--- config.mk ---
export PLATFORM = sky130hd
export DESIGN_NAME = fft_input_packer
export DESIGN_NICKNAME = d
export VERILOG_FILES = /design/src/rtl/fft_input_packer.sv
export SDC_FILE = /design/constraint.sdc
export NUM_CORES = 1
export LEC_CHECK = 0
export CAP_MARGIN = 20
export CELL_PAD_IN_SITES_DETAIL_PLACEMENT = 1
export CELL_PAD_IN_SITES_GLOBAL_PLACEMENT = 1
export CORE_MARGIN = 10
export CORE_UTILIZATION = 45
export DETAILED_ROUTE_END_ITERATION = 16
export HOLD_SLACK_MARGIN = 0.06
export PLACE_DENSITY_LB_ADDON = 0.1
export RECOVER_POWER = 25
export SETUP_SLACK_MARGIN = 0.3
export SLEW_MARGIN = 20
export SYNTH_ARGS = -nofsm -noshare
export SYNTH_HDL_FRONTEND = slang
export SYNTH_SLANG_ARGS = --single-unit
export TNS_END_PERCENT = 1
--- constraint.sdc ---
create_clock -name clk -period 2.75 [get_ports clk]
set_input_delay 0.4125 -clock clk [delete_from_list [all_inputs] [get_ports clk]]
set_output_delay 0.4125 -clock clk [all_outputs]
set_load 0.01 [all_outputs]
--- src/rtl/fft_input_packer.sv ---
// Serial-to-parallel ping-pong packer feeding the full-parallel FFT core.
// Define BIT_REVERSE_EN to store each frame in bit-reversed order (decimation-in-time core).
module fft_input_packer #(
  parameter int NPOINT = 2,
  parameter int WIDTH  = 16
) (
  input  logic                          clk,
  input  logic                          rst_n,
  input  logic                          din_valid,
  output logic                          din_busy,
  input  logic [WIDTH-1:0]              din_real,
  input  logic [WIDTH-1:0]              din_imag,
  input  logic                          din_clear,
  output logic                          dout_valid,
  input  logic                          dout_busy,
  output logic [WIDTH*(2**NPOINT)-1:0]  dout_real,
  output logic [WIDTH*(2**NPOINT)-1:0]  dout_imag
);

  localparam int N = 1 << NPOINT;

  logic [1:0]         r_full;
  logic               r_wrBank;
  logic               r_rdBank;
  logic [NPOINT-1:0]  r_wrIdx;
  logic [WIDTH*N-1:0] r_bankReal [2];
  logic [WIDTH*N-1:0] r_bankImag [2];

  logic [NPOINT-1:0]  w_pos;
  logic               w_inFire;
  logic               w_outFire;
  logic               w_lastBeat;

  assign din_busy   = r_full[r_wrBank] | din_clear;
  assign w_inFire   = din_valid & ~din_busy;
  assign dout_valid = r_full[r_rdBank];
  assign w_outFire  = dout_valid & ~dout_busy;
  assign w_lastBeat = (r_wrIdx == NPOINT'(N - 1));
  assign dout_real  = r_bankReal[r_rdBank];
  assign dout_imag  = r_bankImag[r_rdBank];

`ifdef BIT_REVERSE_EN
  always_comb begin
    w_pos = '0;
    for (int i = 0; i < NPOINT; i++) begin
      w_pos[i] = r_wrIdx[NPOINT-1-i];
    end
  end
`else
  assign w_pos = r_wrIdx;
`endif

  // The fill and read sides touch different full flags, so a completing
  // frame and a departing frame in the same cycle never collide.
  always_ff @(posedge clk or negedge rst_n) begin
    if (!rst_n) begin
      r_full   <= 2'b00;
      r_wrBank <= 1'b0;
      r_rdBank <= 1'b0;
      r_wrIdx  <= '0;
    end else begin
      if (w_outFire) begin
        r_full[r_rdBank] <= 1'b0;
        r_rdBank         <= ~r_rdBank;
      end
      if (din_clear) begin
        r_wrIdx <= '0;
      end else if (w_inFire) begin
        if (w_lastBeat) begin
          r_full[r_wrBank] <= 1'b1;
          r_wrBank         <= ~r_wrBank;
          r_wrIdx          <= '0;
        end else begin
          r_wrIdx <= r_wrIdx + NPOINT'(1);
        end
      end
    end
  end

  // Sample storage needs no reset; it is only observed once its bank is full.
  always_ff @(posedge clk) begin
    if (w_inFire) begin
      r_bankReal[r_wrBank][w_pos*WIDTH +: WIDTH] <= din_real;
      r_bankImag[r_wrBank][w_pos*WIDTH +: WIDTH] <= din_imag;
    end
  end

endmodule

==> results of run 1 <==
worst max-delay path, stage by stage (launching register included):
cell,delay (ns)
sky130_fd_sc_hd__dfrtp_4,0.46
sky130_fd_sc_hd__buf_4,0.13
sky130_fd_sc_hd__buf_12,0.18
sky130_fd_sc_hd__mux2_2,0.39
sky130_fd_sc_hd__clkdlybuf4s50_1,0.50
power by group:
part / total, W / switching [W] / internal, W
Clock: 0.00320 / 0.00141 / 0.00179
Combinational: 0.00287 / 0.00142 / 0.00145
Sequential: 0.00488 / 0.0000786 / 0.00480
Total: 0.0110 / 0.00291 / 0.00805
synth_stat cells:
cell type / n / share of area (%)
sky130_fd_sc_hd__and2_1: 136 / 8.1
sky130_fd_sc_hd__and4bb_2: 1 / 0.12
sky130_fd_sc_hd__buf_2: 21 / 1.0
sky130_fd_sc_hd__clkbuf_1: 6 / 0.21
sky130_fd_sc_hd__dfrtp_1: 6 / 1.4
sky130_fd_sc_hd__edfxtp_1: 256 / 73
sky130_fd_sc_hd__ha_1: 6 / 0.71
sky130_fd_sc_hd__inv_1: 2 / 0.071
sky130_fd_sc_hd__inv_2: 1 / 0.036
sky130_fd_sc_hd__mux2_2: 130 / 14
sky130_fd_sc_hd__mux2i_1: 1 / 0.095
sky130_fd_sc_hd__nand2_1: 8 / 0.29
sky130_fd_sc_hd__nand2b_1: 1 / 0.059
sky130_fd_sc_hd__nand3b_1: 2 / 0.14
sky130_fd_sc_hd__nor2_1: 3 / 0.11
sky130_fd_sc_hd__nor2b_1: 1 / 0.059
sky130_fd_sc_hd__nor3_2: 1 / 0.095
sky130_fd_sc_hd__nor3b_2: 3 / 0.36
sky130_fd_sc_hd__nor4b_1: 1 / 0.083
sky130_fd_sc_hd__o21ai_0: 3 / 0.14
sky130_fd_sc_hd__o22ai_1: 1 / 0.059
flip-flops by register name (all words and copies together), names as in the netlist:
signal,count
r_rdBank,1
r_full,2
r_bankReal,128
r_wrIdx,2
r_wrBank,1
r_bankImag,128
per-layer routing:
layer,part of all wire [%],GRT usage [%]
met2,50,30.2
met5,0,0
met1,42,21.1
met3,5.7,3.86
met4,1.7,4.02
how the worst max path moves through the flow:
stage                      startpoint                     endpoint  slack, ns  cells past startpoint
4_1_cts          r_rdBank$_DFFE_PN0N_                dout_real[35]       0.11                      4
3_5_place_dp                din_clear  r_bankImag[1][22]$_DFFE_PP_       0.46                      4
6_report         r_rdBank$_DFFE_PN0N_                 dout_imag[1]       0.13                      4
2_1_floorplan               din_clear  r_bankImag[0][16]$_DFFE_PP_       0.62                      2
3_3_place_gp   r_wrIdx[0]$_DFFE_PN0P_  r_bankReal[0][56]$_DFFE_PP_       0.48                      4
5_1_grt          r_rdBank$_DFFE_PN0N_                dout_real[35]       0.06                      4
timing repair:
action / CTS / global route
resized for setup: 41 / 1
setup endpoints to repair: 129 / 129
buffers inserted: 3 / 0
cloned: 4 / 0
hold endpoints to repair: 0 / 0
cell families after synthesis:
kind of cell / synth area share [%]
simple gates: 9.38
flops: 74.4
buf+inv: 1.32
fa+ha+maj: 0.713
compound gates: 0.202
mux: 14.0
cells in the final DEF, fill, tap and decap left out, drive strengths merged, types with 2 or more instances in the layout:
cell type | netlist | layout
nor3b | 3 | 3
nand2 | 8 | 8
o21ai | 3 | 3
nor2 | 3 | 3
ha | 6 | 6
dlygate4sd2 | 0 | 35
edfxtp | 256 | 256
dfrtp | 6 | 6
buf | 21 | 16
clkbuf | 6 | 44
clkdlybuf4s50 | 0 | 129
and2 | 136 | 136
inv | 3 | 4
nand3b | 2 | 2
mux2 | 130 | 130
bufbuf | 0 | 3
clkinv | 0 | 10
stage by stage:
stage,setup WS (ns),hold slack [ns],power (W)
floorplan,0.619,0.117,0.00637
global placement,0.479,0.542,0.00765
detailed placement,0.463,0.600,0.00776
CTS,0.111,0.135,0.0111
global route,0.0550,0.222,0.0115
finish,0.134,0.213,0.0110
layout make-up:
| cell class | instances | area [um2] |
|---|---|---|
| multi-input cells | 298 | 2590 |
| inverters | 3 | 11.3 |
| clock buffers | 34 | 702 |
| well taps | 313 | 392 |
| clock inverters | 12 | 60.1 |
| flip-flops and latches | 262 | 7840 |
| fillers | 2080 | 9250 |
| repair buffers | 195 | 2000 |
==> qor_table.md, run 1 <==
| Group | Parameter | Value |
|---|---|---|
| pwr | Total power divided by cell area | 806 nW/um2 |
| routing | Routed WL per cell | 23.4 um |
| critical path | Startpoint types | flop |
| critical path | Critical Path Sink Type | primary output |
| finish | Final cell utilization of the core | 59.5% |
| critical path | Cells on worst reg2reg path | 4 |
| place | Placed cell area | 12800 um2 |
| routing | Total DRC errors in the routed layout | 0 |
| finish | Fraction of final layout cells sized beyond drive strength 1 | 24.8% |
| critical path | Minimum setup slack among reg-to-reg paths | 0.41 ns |
| die | X dimension of the die | 173 um |
| routing | Post-detailed-route count of antenna-violating nets | 0 |
| finish | Area overhead of the layout relative to synthesis | 29.1% |
| die | Placement Rows | 55 |
| clocking | CTS root buffer | sky130_fd_sc_hd__clkbuf_16 |
| clocking | Skew-Pair Late Insertion Delay | 0.53 ns |
| global route | Global-route wire length before repair | 39700 um |
| sta | Number of failing hold endpoints at the final stage | 0 |
| routing | 1st-iter DRT viols | 301 |
| critical path | Startpoint of the most critical register-to-register path | r_wrBank$_DFFE_PN0P_ |
| clocking | Clock transition at the registers of the reported paths | 0.06 ns |
| clocking | CTS Sinks | 262 |
| sta | Transition time at the pin with the least slew margin | 1.04 ns |
| finish | Antenna diodes | 0 |
| critical path | CP Data Required Time | 2.34 ns |
| pwr | Largest voltage drop on the vdd net | 552 uV |
| logic synthesis | Synthesized flop and latch total | 262 |
| routing | Detailed Routing Iterations Pass 1 | 4 |
| logic synthesis | Post-Synthesis Cell Area | 10500 um2 |
| routing | Wirelength, routed | 26200 um |
| die | Starting density of the core | 46.1% |
| routing | Via-per-instance ratio | 5.11 |
| critical path | Reg2reg end | r_bankReal[0][14]$_DFFE_PP_ |
| sta | Final period demand of the worst path | 2.62 ns |
| min path | Hold/Removal Path Class | in2async |
| critical path | Maximum fanout along the worst path | 25 |
| finish | Layout net count | 830 |
| critical path | Critical path class | reg2out |
| sta | Number of failing setup endpoints in the final timing report | 0 |
| critical path | Crit path arrival time | 2.20 ns |
| global route | Global-route usage over all layers | 17.2% |
| global route | Initial antenna violation count | 0 |
| logic synthesis | Synth Net Count | 633 |
| finish | Count of non-filler cells in the finished layout | 1117 |
| global route | Number of global-route vias before repair | 6479 |
| sta | Setup tns final | 0 ns |
| clocking | Num CTS Buffers | 27 |
| sta | Fin Clk Skew | 0.0105 ns |
| global route | Maximum number of pins on one net before global-route repair | 33 |
| sta | Worst slew margin | 30.4% |
| die | Die Span Y | 173 um |
| clocking | H-tree depth | 1 |
| logic synthesis | Synth cell types | 21 |
| global route | Overall overflow remaining after global route | 0 |
| die | Die Area | 29900 um2 |
| sta | Number of slew-limit violations in the final report | 0 |
| logic synthesis | Instance count of the mapped netlist | 590 |
| logic synthesis | Count of yosys warnings during synthesis | 0 |
| die | Boundary pin count | 167 |
| place | Cell count after placement | 1064 |
| place | Buffers on Ports | 166 |
| logic synthesis | Sequential share of the synthesized area | 74.4% |
| logic synthesis | Synthesized area per cell | 17.9 um2 |
| status | Status | finished clean |
| sta | Portion of the clock cycle consumed by the worst path in the final layout | 95.1% |
| sta | Setup repair after global routing missed its margin | true |
| job | Max Cap Violations | 0 |
| clocking | Longest Clk Path Bufs | 3 |
| clocking | TritonCTS clock tree | yes |
| sta | Timing-limited maximum frequency | 0.382 GHz |
| die | Standard cell core area | 22800 um2 |
| clocking | Number of hold buffers added after cts | 0 |
| pwr | Leakage dissipation | 4.90 nW |
| routing | Via count | 5708 |
| finish | Area of all placed cells without fillers | 13600 um2 |
| place | Detailed placement HPWL | 17000 um |
| place | Placer congestion estimate | 0.759 |
(Power assumes the default switching activity.)
==> run 2, diff against run 1 <==
- CAP_MARGIN: 20 -> not set
==> results of run 2 <==
Same layout as run 1: the final DEF is identical, and so are final timing and power.
==> run 3, diff against run 2 <==
- GPL_ROUTABILITY_DRIVEN: not set -> 0
==> results of run 3 <==
Same layout as run 1: the final DEF is identical, and so are final timing and power.
